--- config.mk ---
export PLATFORM = sky130hd
export DESIGN_NAME = command_encoder
export DESIGN_NICKNAME = d
export VERILOG_FILES = /design/src/rtl/command_encoder.sv
export SDC_FILE = /design/constraint.sdc
export NUM_CORES = 1
export LEC_CHECK = 0
export ABC_AREA = 1
export CAP_MARGIN = 40
export CORE_UTILIZATION = 46
export CTS_BUF_LIST = sky130_fd_sc_hd__clkbuf_4 sky130_fd_sc_hd__clkbuf_8 sky130_fd_sc_hd__clkbuf_16
export CTS_CLUSTER_DIAMETER = 30
export DETAILED_ROUTE_END_ITERATION = 12
export DONT_BUFFER_PORTS = 1
export PLACE_DENSITY = 0.71
export RECOVER_POWER = 100
export SYNTH_ARGS = -nofsm -noshare
export SYNTH_HDL_FRONTEND = slang
export SYNTH_SLANG_ARGS = --single-unit
--- constraint.sdc ---
create_clock -name sys_clk -period 2.9 [get_ports sys_clk]
set_clock_uncertainty 0.2 [all_clocks]
set_input_delay 0.29 -clock sys_clk [delete_from_list [all_inputs] [get_ports sys_clk]]
set_output_delay 0.29 -clock sys_clk [all_outputs]
set_load 0.05 [all_outputs]
--- src/rtl/command_encoder.sv ---
// Memory command encoder: accepts one command at a time, issues a one-hot strobe
// and enforces a per-command idle time. Build macro CMD_ENC_ROW_CHECK_EN adds open-row legality checks.
module command_encoder #(
  parameter logic [7:0] T_RW  = 8'd1,
  parameter logic [7:0] T_ACT = 8'd3,
  parameter logic [7:0] T_PRE = 8'd3,
  parameter logic [7:0] T_REF = 8'd8
) (
  input  logic        sys_clk,
  input  logic        sys_rst,
  input  logic        cmd_valid,
  input  logic [3:0]  cmd_code,
  input  logic [31:0] cmd_addr,
  output logic        cmd_ready,
  output logic        mem_read,
  output logic        mem_write,
  output logic        activate,
  output logic        precharge,
  output logic        refresh,
  output logic [31:0] addr,
  output logic        err_illegal,
  output logic        row_open
);

  // state | meaning
  // IDLE  | cmd_ready=1, waiting for a command
  // ISSUE | single strobe cycle, addr carries the accepted address
  // WAIT  | down-counter holds off new commands for the command's T_* cycles
  typedef enum logic [1:0] {ST_IDLE, ST_ISSUE, ST_WAIT} state_t;

  localparam logic [3:0] CODE_READ  = 4'd1;
  localparam logic [3:0] CODE_WRITE = 4'd2;
  localparam logic [3:0] CODE_ACT   = 4'd3;
  localparam logic [3:0] CODE_PRE   = 4'd4;
  localparam logic [3:0] CODE_REF   = 4'd5;

  state_t     state;
  logic [7:0] cnt;

  logic [4:0] strb_sel;  // {refresh, precharge, activate, mem_write, mem_read}
  logic [7:0] t_sel;
  logic       code_known;
  logic       row_ok;
  logic       cmd_legal;
  logic       accept;

  assign accept = cmd_valid && cmd_ready;

  always_comb begin
    strb_sel   = 5'b00000;
    t_sel      = 8'd0;
    code_known = 1'b1;
    case (cmd_code)
      CODE_READ:  begin strb_sel = 5'b00001; t_sel = T_RW;  end
      CODE_WRITE: begin strb_sel = 5'b00010; t_sel = T_RW;  end
      CODE_ACT:   begin strb_sel = 5'b00100; t_sel = T_ACT; end
      CODE_PRE:   begin strb_sel = 5'b01000; t_sel = T_PRE; end
      CODE_REF:   begin strb_sel = 5'b10000; t_sel = T_REF; end
      default:    code_known = 1'b0;
    endcase
  end

`ifdef CMD_ENC_ROW_CHECK_EN
  // Column access needs an open row; activate and refresh need it closed.
  always_comb begin
    row_ok = 1'b1;
    case (cmd_code)
      CODE_READ, CODE_WRITE: row_ok = row_open;
      CODE_ACT, CODE_REF:    row_ok = !row_open;
      default:               row_ok = 1'b1;
    endcase
  end
`else
  assign row_ok = 1'b1;
`endif

  assign cmd_legal = code_known && row_ok;

  always_ff @(posedge sys_clk or posedge sys_rst) begin
    if (sys_rst) begin
      state       <= ST_IDLE;
      cnt         <= 8'd0;
      cmd_ready   <= 1'b0;
      mem_read    <= 1'b0;
      mem_write   <= 1'b0;
      activate    <= 1'b0;
      precharge   <= 1'b0;
      refresh     <= 1'b0;
      addr        <= 32'd0;
      err_illegal <= 1'b0;
      row_open    <= 1'b0;
    end else begin
      err_illegal <= 1'b0;
      case (state)
        ST_IDLE: begin
          cmd_ready <= 1'b1;
          if (accept) begin
            if (cmd_legal) begin
              state     <= ST_ISSUE;
              cmd_ready <= 1'b0;
              cnt       <= t_sel;
              addr      <= cmd_addr;
              {refresh, precharge, activate, mem_write, mem_read} <= strb_sel;
              if (strb_sel[2]) begin
                row_open <= 1'b1;
              end else if (strb_sel[3]) begin
                row_open <= 1'b0;
              end
            end else begin
              err_illegal <= 1'b1;
            end
          end
        end
        ST_ISSUE: begin
          {refresh, precharge, activate, mem_write, mem_read} <= 5'b00000;
          if (cnt == 8'd0) begin
            state     <= ST_IDLE;
            cmd_ready <= 1'b1;
          end else begin
            state <= ST_WAIT;
          end
        end
        ST_WAIT: begin
          // Terminal count: leave on the cycle after the counter shows 1.
          if (cnt <= 8'd1) begin
            state     <= ST_IDLE;
            cmd_ready <= 1'b1;
            cnt       <= 8'd0;
          end else begin
            cnt <= cnt - 8'd1;
          end
        end
        default: begin
          state     <= ST_IDLE;
          cmd_ready <= 1'b0;
          cnt       <= 8'd0;
          {refresh, precharge, activate, mem_write, mem_read} <= 5'b00000;
        end
      endcase
    end
  end

endmodule

==> reports/metrics.yaml <==
status: "completed"
setup_viol_count_final: 0
synth-seq-cells: 50
syn_avg_cell_area_um2: 8.20
ys_seq_area_frac: 0.500
p_total_mw: 3.73
min_path_type: "in -> reg"
drt-total-wl_um: 5540
antenna_found_initial: 0
fin_crit_sh: 0.826
crit_required_ns: 2.95
die_h_um: 75.8
finalHoldViolCount: 0
port_buffers: 0
synth.distinct_cells: 26
root_buffer: "clkbuf_8"
grt_pass1_wl_um: 8070
grt_usage: 0.187
clock_sinks: 50
dp.cells: 370
crit_fanout: 33
via_per_inst: 4.99
p_leak_nw: 1.58
cpMostUsedCell: "nand2_1"
p_per_area_nw_per_um2: 1270
cap_violations: 0
crit_chain: "clkbuf_1 -> nand2_1 -> nor2_1 -> nand2_4 -> inv_6 -> nand2_1 -> nand2_1"
min_to: "mem_write"
dp_hpwl_um: 3630
cts_buffers: 5
drc: 0
synthesis.nets: 351
worst_hold_path.num_cells: 4
path_buf_inv: 2
r2r_cells: 7
start_util: 0.484
rsz0062_at_grt: "no"
wire_per_inst_um: 13.5
p_switching_mw: 2.06
final_cells: 411
layout_commonest_cell: "nand2_1"
path_clk_slew_ns: 0.10
io_pins: 79
worst_pin_slew_ns: 1.01
clk_latency_ns: 0.31
r2r_end: "addr[29]"
final_max_slew_viol_count: 0
die_area_um2: 5740
coreArea_um2: 5170
worst_ir_drop_vdd_v: 0.000529
critical_path_class: "reg -> reg"
grt_pass1_vias: 1860
cp_slowest_cell: "clkbuf_1"
clk_path_buf_depth: 2
synth_area_um2: 2500
die_w_um: 75.8
postRouteAntennaNets: 0
grt_max_degree: 34
nNetsFinal: 386
critPathMaxStageDelay_ns: 0.52
r2r_slack_ns: 0.50
synth_cells: 305
rows: 26
drtPass1Iterations: 4
power_frac_clock: 0.139
place.gp.congestion: 0.904
n_fill_cell: 468
regToRegStartpoint: "cmd_ready"
hp-start: "cmd_code[1]"
min_period_ns: 2.40
yosys_warnings: 0
grt_overflow: 0
p_comb_frac: 0.310
vias: 2050
antennaDiodeCount: 0
drive_gt1_frac: 0.0733
sequentialPowerShare: 0.551
cts_tree: "yes"
netSwitchingFraction: 0.554
drt_iter0_markers: 123
critical-path-top-delay-family: "simple AND/OR/NAND/NOR gates"
finalSetupTns_ns: 0
cp.arrival_ns: 2.44
worst_setup_path_end_kind: "flop"
post-route-util: 0.568
slew_headroom: 0.324
cts_setup_buffers: 0
syn_to_final_growth_pct: 17.5
h-tree-depth: 2
crit_path_start_kind: "flop"
max_freq_mhz: 418
layout_common_cells: "154 x nand2_1, 50 x dfrtp_1, 33 x dlygate4sd3_1"
cell_internal_pwr_mw: 1.66
==> through the flow <==
step,setup WS [ns],hold WS [ns],instance area (um^2)
2_1_floorplan,1.11,0.194,2500
3_3_place_gp,0.932,0.197,2520
3_5_place_dp,0.843,0.0527,2540
4_1_cts,0.821,0.0305,2990
5_1_grt,0.350,0.0547,2940
6_report,0.505,0.0393,2940
==> layer usage <==
metal | global-route usage | routed length, um | vias up
li1 | - | - | 1015
met5 | 0 | 0 | -
met2 | 0.332 | 2790 | 62
met1 | 0.224 | 2360 | 965
met4 | 0.0638 | 91 | 0
met3 | 0.0370 | 291 | 8
==> kinds of logic after synthesis <==
group,share of synthesized area
adder cells (fa/ha/maj),0.0350
AO/OA/AOI/OAI,0.0280
AND/OR/NAND/NOR,0.366
buffers and inverters,0.0670
flip-flops,0.500
XOR/XNOR,0.00350
==> tightest hold or removal path: cells and delay by family <==
family           cells  cell delay (ns)
AND/OR/NAND/NOR      4             0.23
==> cell type report <==
class | count | area [um^2] | area share
timing repair buffer | 35 | 354 | 0.120
multi-input combinational | 225 | 1030 | 0.352
clock inverter | 2 | 38.8 | 0.0132
tap | 70 | 87.6 | 0.0298
sequential | 50 | 1250 | 0.426
inverter | 23 | 91.3 | 0.0311
clock buffer | 6 | 82.6 | 0.0281
==> cell usage after synthesis (all sizes together) <==
cell type	count	share of area
o21bai	1	0.0030
dfrtp	50	0.50
nand4	6	0.021
nor3	1	0.0020
nor2	20	0.040
inv	23	0.037
o21ai	10	0.023
nand3b	1	0.0030
buf	7	0.030
a21oi	1	0.0020
ha	7	0.035
nand2	161	0.27
xor2	1	0.0035
nand3	16	0.034
==> flip-flops by register name, indices dropped and copies added, names as in the netlist <==
| name | count |
|---|---|
| addr | 32 |
| cnt | 8 |
| state | 2 |
| activate | 1 |
| cmd_ready | 1 |
| err_illegal | 1 |
| mem_read | 1 |
| mem_write | 1 |
| precharge | 1 |
| refresh | 1 |
| row_open | 1 |
==> how the worst max path moves through the flow <==
stage / endpoint / cells past startpoint / slack [ns] / start
CTS: addr[25] / 8 / 0.82 / state[0]
finish: addr[29] / 7 / 0.50 / cmd_ready
detailed placement: addr[25] / 8 / 0.84 / state[0]
global placement: state[0] / 8 / 0.93 / state[0]
floorplan: cnt[6] / 6 / 1.11 / cmd_ready
global route: addr[17] / 7 / 0.35 / cmd_ready
==> power by group through the flow <==
stage | sequential, mW | clock, mW | combinational, mW
final | 2.05 | 0.518 | 1.15
after global routing | 2.09 | 0.558 | 1.35
after CTS | 2.05 | 0.524 | 1.23
after detailed placement | 2.07 | 0 | 1.19
after global placement | 2.06 | 0 | 1.14
after floorplan | 2.02 | 0 | 0.994
==> what timing repair did <==
item | 4_1_cts | 5_1_grt
setup endpoints to repair | 0 | 0
hold endpoints to repair | 57 | 0
gates resized for setup | 0 | 0
hold buffers | 33 | 0
Power figures use the tool's default switching activity.
